**src/rtl/exe_pkg.sv**
```systemverilog
`default_nettype none
// ============================================================================
// Module   : exe_pkg
// Brief    : Shared decode and forwarding-select constants for the EX stage.
// Revision : 1.0 - initial release
// ============================================================================
package exe_pkg;

  localparam logic [1:0] ALUOP_ADD     = 2'b00;
  localparam logic [1:0] ALUOP_SUB     = 2'b01;
  localparam logic [1:0] ALUOP_FUNCT   = 2'b10;
  localparam logic [1:0] ALUOP_ADD_ILL = 2'b11;

  localparam logic [5:0] FUNCT_ADD = 6'd0;
  localparam logic [5:0] FUNCT_SUB = 6'd1;
  localparam logic [5:0] FUNCT_AND = 6'd2;
  localparam logic [5:0] FUNCT_OR  = 6'd3;
  localparam logic [5:0] FUNCT_XOR = 6'd4;
  localparam logic [5:0] FUNCT_SLT = 6'd5;
  localparam logic [5:0] FUNCT_SLL = 6'd6;
  localparam logic [5:0] FUNCT_SRL = 6'd7;
  localparam logic [5:0] FUNCT_MUL = 6'd8;

  localparam logic [1:0] FWD_NOMINAL = 2'b00;
  localparam logic [1:0] FWD_MEMWB   = 2'b01;
  localparam logic [1:0] FWD_EXMEM   = 2'b10;

  typedef enum logic {
    MUL_IDLE = 1'b0,
    MUL_BUSY = 1'b1
  } mul_state_e;

endpackage
`default_nettype wire

```
**src/rtl/exe_forward_sel.sv**
```systemverilog
`default_nettype none
// ============================================================================
// Module   : exe_forward_sel
// Brief    : Picks the forwarding source for one operand; EX/MEM wins, r0 never.
// Revision : 1.0 - initial release
// ============================================================================
module exe_forward_sel
  import exe_pkg::*;
#(
  parameter int REG_ADDR_W = 5
) (
  input  logic                  exMemRegWrite_i,
  input  logic [REG_ADDR_W-1:0] exMemRd_i,
  input  logic                  memWbRegWrite_i,
  input  logic [REG_ADDR_W-1:0] memWbRd_i,
  input  logic [REG_ADDR_W-1:0] src_i,
  output logic [1:0]            sel_o
);

  always_comb begin
    sel_o = FWD_NOMINAL;
    if (exMemRegWrite_i && (exMemRd_i != '0) && (exMemRd_i == src_i)) begin
      sel_o = FWD_EXMEM;
    end else if (memWbRegWrite_i && (memWbRd_i != '0) && (memWbRd_i == src_i)) begin
      sel_o = FWD_MEMWB;
    end
  end

endmodule
`default_nettype wire

```
**src/rtl/multicycle_execute.sv**
```systemverilog
`default_nettype none
// ============================================================================
// Module   : multicycle_execute
// Brief    : EX stage with forwarding, ALU and optional iterative multiplier
//            (built when EXECUTE_MUL_EN is defined). State changes on negedge.
// Revision : 1.0 - initial release
// ============================================================================
module multicycle_execute
  import exe_pkg::*;
#(
  parameter int WIDTH      = 32,
  parameter int REG_ADDR_W = 5
) (
  input  logic                  clk,
  input  logic                  reset,
  input  logic                  flush,
  input  logic [1:0]            writeBackControlIn,
  input  logic [1:0]            memAccessControlIn,
  input  logic [3:0]            calculationControl,
  input  logic [WIDTH-1:0]      readData1,
  input  logic [WIDTH-1:0]      readData2,
  input  logic [WIDTH-1:0]      immediateOperand,
  input  logic [REG_ADDR_W-1:0] rs,
  input  logic [REG_ADDR_W-1:0] rt,
  input  logic [REG_ADDR_W-1:0] rdIn,
  input  logic                  memWbRegWrite,
  input  logic [REG_ADDR_W-1:0] memWbRd,
  input  logic [WIDTH-1:0]      memWbData,
  output logic [1:0]            writeBackControlOut,
  output logic [1:0]            memAccessControlOut,
  output logic [WIDTH-1:0]      result,
  output logic [WIDTH-1:0]      writeData,
  output logic [REG_ADDR_W-1:0] rdOut,
  output logic                  stall,
  output logic                  illegalOp
);

  localparam int SHW = $clog2(WIDTH);

  logic [1:0]            wb_q, wb_d, mem_q, mem_d;
  logic [WIDTH-1:0]      result_q, result_d, wdata_q, wdata_d;
  logic [REG_ADDR_W-1:0] rd_q, rd_d;
  logic                  ill_q, ill_d;

  logic [1:0]            w_sel_rs, w_sel_rt;
  logic [WIDTH-1:0]      w_fwd_rs, w_fwd_rt, w_op2, w_alu_res;
  logic                  w_alu_ill, w_is_mul;
  logic [REG_ADDR_W-1:0] w_rd;
  logic [5:0]            w_funct;
  logic [SHW-1:0]        w_shamt;

  exe_forward_sel #(.REG_ADDR_W(REG_ADDR_W)) u_fwd_rs (
    .exMemRegWrite_i(wb_q[1]), .exMemRd_i(rd_q),
    .memWbRegWrite_i(memWbRegWrite), .memWbRd_i(memWbRd),
    .src_i(rs), .sel_o(w_sel_rs)
  );

  exe_forward_sel #(.REG_ADDR_W(REG_ADDR_W)) u_fwd_rt (
    .exMemRegWrite_i(wb_q[1]), .exMemRd_i(rd_q),
    .memWbRegWrite_i(memWbRegWrite), .memWbRd_i(memWbRd),
    .src_i(rt), .sel_o(w_sel_rt)
  );

  always_comb begin
    case (w_sel_rs)
      FWD_EXMEM: w_fwd_rs = result_q;
      FWD_MEMWB: w_fwd_rs = memWbData;
      default:   w_fwd_rs = readData1;
    endcase
    case (w_sel_rt)
      FWD_EXMEM: w_fwd_rt = result_q;
      FWD_MEMWB: w_fwd_rt = memWbData;
      default:   w_fwd_rt = readData2;
    endcase
  end

  assign w_op2   = calculationControl[0] ? immediateOperand : w_fwd_rt;
  assign w_rd    = calculationControl[3] ? rdIn : rt;
  assign w_funct = immediateOperand[5:0];
  assign w_shamt = w_op2[SHW-1:0];

  always_comb begin
    w_alu_res = '0;
    w_alu_ill = 1'b0;
    w_is_mul  = 1'b0;
    case (calculationControl[2:1])
      ALUOP_ADD: w_alu_res = w_fwd_rs + w_op2;
      ALUOP_SUB: w_alu_res = w_fwd_rs - w_op2;
      ALUOP_FUNCT: begin
        case (w_funct)
          FUNCT_ADD: w_alu_res = w_fwd_rs + w_op2;
          FUNCT_SUB: w_alu_res = w_fwd_rs - w_op2;
          FUNCT_AND: w_alu_res = w_fwd_rs & w_op2;
          FUNCT_OR:  w_alu_res = w_fwd_rs | w_op2;
          FUNCT_XOR: w_alu_res = w_fwd_rs ^ w_op2;
          FUNCT_SLT: w_alu_res = {{(WIDTH-1){1'b0}}, ($signed(w_fwd_rs) < $signed(w_op2))};
          FUNCT_SLL: w_alu_res = w_fwd_rs << w_shamt;
          FUNCT_SRL: w_alu_res = w_fwd_rs >> w_shamt;
`ifdef EXECUTE_MUL_EN
          FUNCT_MUL: w_is_mul  = 1'b1;
`endif
          default:   w_alu_ill = 1'b1;
        endcase
      end
      default: begin
        w_alu_res = w_fwd_rs + w_op2;
        w_alu_ill = 1'b1;
      end
    endcase
  end

`ifdef EXECUTE_MUL_EN
  localparam int             CW         = $clog2(WIDTH);
  localparam logic [CW-1:0]  c_CNT_LAST = CW'(WIDTH - 1);

  mul_state_e            state_q, state_d;
  logic [CW-1:0]         cnt_q, cnt_d;
  logic [WIDTH-1:0]      mca_q, mca_d, mpl_q, mpl_d, prod_q, prod_d, cap_wdata_q, cap_wdata_d;
  logic [1:0]            cap_wb_q, cap_wb_d, cap_mem_q, cap_mem_d;
  logic [REG_ADDR_W-1:0] cap_rd_q, cap_rd_d;
  logic [WIDTH-1:0]      w_prod_step;

  // Multiplicand shifts left and multiplier shifts right, one partial product per edge.
  assign w_prod_step = prod_q + (mpl_q[0] ? mca_q : '0);

  always_comb begin
    stall = 1'b0;
    if (!reset) begin
      if (state_q == MUL_IDLE) stall = w_is_mul && !flush;
      else                     stall = (cnt_q != c_CNT_LAST);
    end
  end
`else
  logic w_unused_mul;
  assign w_unused_mul = w_is_mul;
  assign stall        = 1'b0;
`endif

  always_comb begin
    wb_d     = writeBackControlIn;
    mem_d    = memAccessControlIn;
    result_d = w_alu_res;
    wdata_d  = w_fwd_rt;
    rd_d     = w_rd;
    ill_d    = w_alu_ill;
`ifdef EXECUTE_MUL_EN
    state_d     = state_q;
    cnt_d       = cnt_q;
    mca_d       = mca_q;
    mpl_d       = mpl_q;
    prod_d      = prod_q;
    cap_wb_d    = cap_wb_q;
    cap_mem_d   = cap_mem_q;
    cap_wdata_d = cap_wdata_q;
    cap_rd_d    = cap_rd_q;
    if (state_q == MUL_BUSY) begin
      wb_d = '0; mem_d = '0; result_d = '0; wdata_d = '0; rd_d = '0; ill_d = 1'b0;
      prod_d = w_prod_step;
      mca_d  = mca_q << 1;
      mpl_d  = mpl_q >> 1;
      cnt_d  = cnt_q + CW'(1);
      if (cnt_q == c_CNT_LAST) begin
        state_d  = MUL_IDLE;
        wb_d     = cap_wb_q;
        mem_d    = cap_mem_q;
        result_d = w_prod_step;
        wdata_d  = cap_wdata_q;
        rd_d     = cap_rd_q;
      end
    end else if (w_is_mul) begin
      state_d     = MUL_BUSY;
      cnt_d       = '0;
      mca_d       = w_fwd_rs;
      mpl_d       = w_op2;
      prod_d      = '0;
      cap_wb_d    = writeBackControlIn;
      cap_mem_d   = memAccessControlIn;
      cap_wdata_d = w_fwd_rt;
      cap_rd_d    = w_rd;
      wb_d = '0; mem_d = '0; result_d = '0; wdata_d = '0; rd_d = '0; ill_d = 1'b0;
    end
`endif
    if (flush) begin
      wb_d = '0; mem_d = '0; result_d = '0; wdata_d = '0; rd_d = '0; ill_d = 1'b0;
`ifdef EXECUTE_MUL_EN
      state_d = MUL_IDLE;
`endif
    end
  end

  always_ff @(negedge clk or posedge reset) begin
    if (reset) begin
      wb_q     <= '0;
      mem_q    <= '0;
      result_q <= '0;
      wdata_q  <= '0;
      rd_q     <= '0;
      ill_q    <= 1'b0;
    end else begin
      wb_q     <= wb_d;
      mem_q    <= mem_d;
      result_q <= result_d;
      wdata_q  <= wdata_d;
      rd_q     <= rd_d;
      ill_q    <= ill_d;
    end
  end

`ifdef EXECUTE_MUL_EN
  always_ff @(negedge clk or posedge reset) begin
    if (reset) state_q <= MUL_IDLE;
    else       state_q <= state_d;
  end

  always_ff @(negedge clk or posedge reset) begin
    if (reset) begin
      cnt_q       <= '0;
      mca_q       <= '0;
      mpl_q       <= '0;
      prod_q      <= '0;
      cap_wb_q    <= '0;
      cap_mem_q   <= '0;
      cap_wdata_q <= '0;
      cap_rd_q    <= '0;
    end else begin
      cnt_q       <= cnt_d;
      mca_q       <= mca_d;
      mpl_q       <= mpl_d;
      prod_q      <= prod_d;
      cap_wb_q    <= cap_wb_d;
      cap_mem_q   <= cap_mem_d;
      cap_wdata_q <= cap_wdata_d;
      cap_rd_q    <= cap_rd_d;
    end
  end
`endif

  assign writeBackControlOut = wb_q;
  assign memAccessControlOut = mem_q;
  assign result              = result_q;
  assign writeData           = wdata_q;
  assign rdOut               = rd_q;
  assign illegalOp           = ill_q;

endmodule
`default_nettype wire

```
**config.mk**
```make
export PLATFORM = sky130hd
export DESIGN_NAME = multicycle_execute
export DESIGN_NICKNAME = d
export VERILOG_FILES = /design/src/rtl/exe_pkg.sv /design/src/rtl/exe_forward_sel.sv /design/src/rtl/multicycle_execute.sv
export SDC_FILE = /design/constraint.sdc
export NUM_CORES = 1
export LEC_CHECK = 0
export CAP_MARGIN = 20
export CORE_ASPECT_RATIO = 0.6
export CORE_MARGIN = 1
export CORE_UTILIZATION = 50
export DETAILED_ROUTE_END_ITERATION = 10
export PLACE_DENSITY = 0.83
export REMOVE_ABC_BUFFERS = 1
export SLEW_MARGIN = 20
export SYNTH_ARGS = -nofsm -noshare
export SYNTH_HDL_FRONTEND = slang
export SYNTH_SLANG_ARGS = --single-unit
```
**constraint.sdc**
```tcl
create_clock -name clk -period 6.3 [get_ports clk]
set_input_delay 0.63 -clock clk [delete_from_list [all_inputs] [get_ports clk]]
set_output_delay 0.63 -clock clk [all_outputs]
set_load 0.05 [all_outputs]
```
==> results of run 1 <==
## metrics by stage
| step | hold slack (ps) | setup slack, ps | setup TNS [ps] |
|---|---|---|---|
| floorplan | 823 | -3420 | -109480 |
| global placement | 539 | -2870 | -76890 |
| detailed placement | 534 | -3190 | -87530 |
| CTS | 582 | -1750 | -45710 |
## layer usage
| layer | overflow | track usage, % |
|---|---|---|
| met1 | 162 | 92.6 |
| met2 | 895 | 113 |
| met3 | 108 | 87.3 |
| met4 | 409 | 106 |
| met5 | 17 | 72.3 |
## timing repair
action / CTS
gates resized for setup: 488
cloned: 5
buffers inserted: 126
setup endpoints to repair: 32
hold buffers: 0
pin swaps: 183
## cell families after synthesis
family,share of synthesized area [%]
simple gates,25.6
fa+ha+maj,9.51
xor+xnor,3.81
buf+inv,7.61
mux,5.28
compound gates,34.6
other cells,0.0276
flops,13.6
==> qor.yml, run 1 <==
ys_dominant_reg_cell: "dfrtn_1"
placed_area_mm2: 0.0207
start_util_pct: 51.2
rows: 46
cts_root_buffer: "clkbuf_16"
post-place-cells: 3127
io_buffers: 233
synth_seq_cells: 74
synthArstFlopShare_pct: 100
ys_seq_area_share_pct: 13.6
grt_max_degree: 82
yosysTopAreaCell: "dfrtn_1"
haltStage: "5_1_grt"
grt_pass1_vias: 31385
grt_usage_pct: 98.0
grt_pass1_wl_um: 207000
synth_most_common_cell: "nand2_1"
synth_common_cells: "nand2_1, nor2_1, o21ai_0"
cts_buffers: 9
clk_path_buf_depth: 2
yosys-top-cells-area: "dfrtn_1, ha_1, nand2_1"
overflow: 1591
postSynthCellCount: 2031
ios: 235
synthesis.area_mm2: 0.0136
gp_congestion: 1.45
die_h_um: 130
h-tree-depth: 3
synth_edf_count: 0
synth.avg_cell_area_um2: 6.68
dp_hpwl_um: 65400
cts.sinks: 74
firstError: "[ERROR GRT-0116] Global routing finished with congestion. Check the congestion regions in the DRC Viewer."
die_width_um: 215
ys.warnings.count: 0
outcome: "aborted with a tool error"
ys_types: 87
synth.top_cell.area_share_pct: 13.6
==> run 2, diff against run 1 <==
- CORE_ASPECT_RATIO: 0.6 -> unset
- CORE_UTILIZATION: 50 -> 35
- PLACE_DENSITY: 0.83 -> unset
- PLACE_DENSITY_LB_ADDON: unset -> 0.15
==> run 2 against run 1 <==
Synthesized area unchanged. The flow now finishes, with violations (negative setup slack). Synthesized cell count is the same.
==> qor.yml, run 2 <==
outcome: "finished with violations"
violations: "negative setup slack"
h-tree-depth: 3
clkTransAtPathRegs_ps: 50
synth.avg_cell_area_um2: 6.68
cts_root_buffer: "clkbuf_16"
start_util_pct: 35.8
yosysTopAreaCell: "dfrtn_1"
pwr-share-comb_pct: 71.8
synth_seq_cells: 74
ys_seq_area_share_pct: 13.6
cts.sinks: 74
endpoint_kind: "flip-flop"
drtPass1Iterations: 6
maxCapViolations: 0
core_mm2: 0.0379
synth_edf_count: 0
p_int_w: 0.00221
p_sw_w: 0.00203
required_ps: 3340
worstSetupStartpointType: "input pin"
p_leak_nw: 10.8
ys_dominant_reg_cell: "dfrtn_1"
r2r-end: "result[25]"
clock_latency_ps: 390
worst_pin_slew_ps: 934
postSynthCellCount: 2031
synth_most_common_cell: "nand2_1"
grt_max_degree: 75
io_buffers: 233
p_total_w: 0.00424
arrival_ps: 5260
hold_slack_ps: 606
crit_end: "result[25]"
ios: 235
setup_viol: 32
yosys-top-cells-area: "dfrtn_1, ha_1, nand2_1"
power_frac_seq_pct: 13.4
drtIter0Drc: 2640
overflow: 0
die_h_um: 199
nNetsFinal: 3180
viasPerCell: 6.26
hold_violations: 0
maxSlewViolCount: 0
syn_to_final_growth_pct: 80.5
p_clk_share_pct: 14.8
worstSetupPathType: "in -> reg"
fin_ws_ps: -1920
peakVddDrop_uv: 140
p_per_area_mw_per_mm2: 173
synthesis.area_mm2: 0.0136
grt_usage_pct: 46.6
relSlewSlack_pct: 37.7
gp_congestion: 1.11
antenna_found_initial: 4
hold_path.class: "reg -> reg"
ys.warnings.count: 0
r2r_setup_slack_ps: 1260
fin_skew_ps: 9.36
synth_common_cells: "nand2_1, nor2_1, o21ai_0"
cts_buffers: 9
drc_errors: 0
ys_types: 87
r2r-start: "rdOut[4]"
worstPathMaxFanout: 6
final_common_cell: "buf_4"
dp_hpwl_um: 73700
final_cell_mix: "buf_4, nand2_1, clkdlybuf4s50_1"
synthArstFlopShare_pct: 100
clk_path_buf_depth: 2
synth.top_cell.area_share_pct: 13.6
postCtsHoldBufs: 0
num_vias: 21511
rsz0062_at_grt: "true"
cp-startpoint: "rt[1]"
grt_pass1_vias: 20438
reg2reg_depth: 19
die_area_mm2: 0.0396
tns_ps: -49800
routed_wirelength_um: 95300
grt_pass1_wl_um: 134000
swShare_pct: 47.8
avgRoutedWirePerCell_um: 27.7
die_width_um: 199
antenna_left: 0
rows: 71
drive_gt1_share_pct: 38.9
cts_tree: "built"
run 2: cell counts after synthesis:
No cell type changed its count.
run 2: what timing repair did:
| item | CTS | global route |
|---|---|---|
| gates resized for setup | 324 | 193 |
| setup buffers | 43 | 27 |
| setup endpoints to repair | 35 | 32 |
| endpoints found under the hold margin | 0 | 0 |
| pin swaps | 124 | 112 |
run 2: per-stage QoR:
step / area [um2] / cells / utilization [%] / setup slack [ps]
3_3_place_gp: 21600 / 3360 / 56.8 / -3480
5_1_grt: 24500 / 3435 / 64.6 / -2020
4_1_cts: 23500 / 3415 / 61.8 / -1770
6_report: 24500 / 3437 / 64.6 / -1920
2_1_floorplan: 12900 / 1884 / - / -3420
3_5_place_dp: 21600 / 3360 / 56.8 / -3510
run 2: layout make-up:
cell class              instances  area (um2)
fillers                      3186       13400
multi-input cells            1707       12600
repair buffers               1023        8640
flip-flops and latches         74        1850
well taps                     511         639
inverters                     103         393
clock buffers                  10         229
clock inverters                 6        90.1
diodes                          3        7.51
run 2: worst min path at each step:
stage                    start       endpoint  slack, ps  depth (start not counted)
floorplan           result[16]  writeData[16]        820                          2
global placement    result[13]  writeData[13]        590                          3
detailed placement  result[15]  writeData[15]        600                          3
CTS                 result[15]  writeData[15]        600                          3
global route        result[14]  writeData[14]        650                          3
finish              result[15]  writeData[15]        610                          3
run 2: routing by layer:
layer | global-route usage (%) | vias to the layer above | wire, um
met5 | 0 | - | 29
met4 | 22.1 | 4 | 5850
met3 | 11.0 | 391 | 11500
met2 | 72.1 | 1571 | 41000
met1 | 60.5 | 10287 | 37000
li1 | - | 9258 | -
run 2: power by group through the flow:
stage               sequential (W)  clock, W  combinational, W
finish                    0.000567  0.000630           0.00305
global route              0.000569  0.000643           0.00316
CTS                       0.000563  0.000634           0.00273
detailed placement        0.000570         0           0.00247
global placement          0.000571         0           0.00246
floorplan                 0.000703         0          0.000951
run 2: cells by family after synthesis:
| group | count (synthesis) | share of synthesized area (%) |
|---|---|---|
| and+or+nand+nor | 759 | 25.6 |
| AOI/OAI and AO/OA | 718 | 34.6 |
| buffers and inverters | 250 | 7.61 |
| adders and majority gates | 102 | 9.51 |
| DFF | 74 | 13.6 |
| muxes | 68 | 5.28 |
| xor gates and xnor gates | 59 | 3.81 |
| other | 1 | 0.0276 |
run 2: worst max-delay path, cell delays in order:
cell	delay [ps]
buf_8	100
xor2_2	170
or4b_4	560
buf_6	150
nor2_4	170
buf_8	180
mux2i_1	250
o21ai_1	150
nand2_1	120
nand2_2	80
ha_4	260
or4_4	530
nor4_4	290
nor3_4	100
o211ai_1	280
nand2_1	160
o21a_4	260
o31a_1	300
a221o_1	330
nand2_2	110
a21oi_2	80
Power figures use the tool's default switching activity.
==> run 3, diff against run 2 <==
- TNS_END_PERCENT: unset -> 50
==> run 3 against run 2 <==
The flow still finishes with violations (negative setup slack). First-iteration DRC count rose by 4.1%. Non-clock buffer count fell by 5. Clock-buffer cell count did not move. Routed wire length fell by 0.65%. Power fell by 2.8%. Cell count fell by 0.23%. Die area did not move. Register-to-register slack improved by 20 ps. Global-route usage rose by 0.29 points. Critical endpoint is now result[21]. Highest routed layer is now met4.
==> qor.yml, run 3 (same netlist as run 2, synthesis figures left out) <==
setup_viol: 32
p_total_w: 0.00412
hold_path.class: "reg -> reg"
antenna_found_initial: 0
r2r_setup_slack_ps: 1280
dp_hpwl_um: 73700
antenna_left: 0
cts_root_buffer: "clkbuf_16"
final_cell_mix: "buf_4, nand2_1, clkdlybuf4s50_1"
insertedDiodeCount: 0
fin_ws_ps: -1910
io_buffers: 233
cts_buffers: 9
min_to: "writeData[15]"
die_area_mm2: 0.0396
p_leak_nw: 10.7
required_ps: 3340
rows: 71
worst_pin_slew_ps: 909
outcome: "finished with violations"
maxSlewViolCount: 0
arrival_ps: 5260
r2r-end: "result[25]"
drtPass1Iterations: 6
die_h_um: 199
clkTransAtPathRegs_ps: 50
grt_pass1_vias: 20464
relSlewSlack_pct: 39.4
overflow: 0
holdPathStages: 3
nNetsFinal: 3175
grt_max_degree: 75
syn_to_final_growth_pct: 76.3
core_mm2: 0.0379
worstPathMaxFanout: 6
maxCapViolations: 0
tns_ps: -50670
peakVddDrop_uv: 142
clock_latency_ps: 390
final_common_cell: "buf_4"
clk_path_buf_depth: 2
drc_errors: 0
viasPerCell: 6.25
worstSetupStartpointType: "input pin"
worstSetupPathType: "in -> reg"
num_vias: 21426
die_width_um: 199
hold_start: "result[15]"
post-route-util_pct: 63.1
p_per_area_mw_per_mm2: 172
grt_pass1_wl_um: 134000
hold_violations: 0
reg2reg_depth: 21
violations: "negative setup slack"
rsz0062_at_grt: "true"
routed_wirelength_um: 94700
drtIter0Drc: 2747
grt_usage_pct: 46.8
hold_slack_ps: 605
endpoint_kind: "flip-flop"
cts.sinks: 74
start_util_pct: 35.8
gp_congestion: 1.11
cts_tree: "built"
drive_gt1_share_pct: 36.4
ios: 235
r2r-start: "rdOut[4]"
avgRoutedWirePerCell_um: 27.6
fin_skew_ps: 10.9
h-tree-depth: 3
run 3: cell types whose count changed in the layout (fill, tap and decap cells not counted), sizes merged:
cell | previous run | this run
buf | 801 | 796
dlymetal6s2s | 2 | 1
diode | 3 | 0
clkdlybuf4s50 | 214 | 215
run 3: cell type report:
class                   count  area, um2
well taps                 511        639
inverters                 103        388
fillers                  3292      14000
flip-flops and latches     74       1850
repair buffers           1018       8540
multi-input cells        1707      12200
clock inverters             6       90.1
clock buffers              10        229
run 3: critical path, stage by stage:
cell and delay (ps):
buf_8 100, xor2_2 160, or4b_4 560, buf_6 150, nor2_4 180, buf_12 160, mux2i_1 220, o21ai_1 120
nand2_1 80, nand2_1 80, ha_1 340, buf_4 180, nand4_1 200, buf_4 220, nor3_4 230, a2111oi_4 110
buf_4 180, buf_6 120, o21bai_4 150, buf_4 130, inv_1 40, nor2_1 100, o22ai_1 90, a21o_1 220
o41ai_4 340, a21oi_1 140
run 3: worst max path at each step:
stage | slack (ps) | start | end | depth (start not counted)
2_1_floorplan | -3420 | memWbRd[4] | result[21] | 17
3_3_place_gp | -3480 | memWbRd[4] | result[21] | 21
3_5_place_dp | -3510 | memWbRd[4] | result[21] | 21
4_1_cts | -1770 | rt[1] | result[25] | 23
5_1_grt | -1980 | rt[4] | result[20] | 25
6_report | -1910 | memWbRd[1] | result[21] | 26
run 3: routing by layer:
| layer | routed length, um | vias to the layer above | GRT usage, % |
|---|---|---|---|
| li1 | - | 9249 | - |
| met5 | 0 | - | 0 |
| met1 | 37400 | 10251 | 61.0 |
| met3 | 10700 | 338 | 11.1 |
| met4 | 5450 | 0 | 21.0 |
| met2 | 41100 | 1588 | 72.9 |
run 3: repair_timing:
item                                    in CTS  in global routing
hold buffers                                 0                  0
setup buffers                               38                 16
gates resized for setup                    279                114
pin swaps                                  101                 63
endpoints found under the setup margin      35                 32
run 3: power by group:
part / total [W] / internal [W] / switching [W]
registers: 0.000567 / 0.000522 / 0.0000455
logic: 0.00292 / 0.00128 / 0.00164
clock network: 0.000634 / 0.000349 / 0.000285
total: 0.00412 / 0.00215 / 0.00197
run 3: through the flow:
step	setup slack (ps)	cell area [um2]	instances
floorplan	-3420	12900	1884
global placement	-3480	21600	3360
detailed placement	-3510	21600	3360
CTS	-1770	23200	3413
global route	-1980	23900	3429
finish	-1910	23900	3429
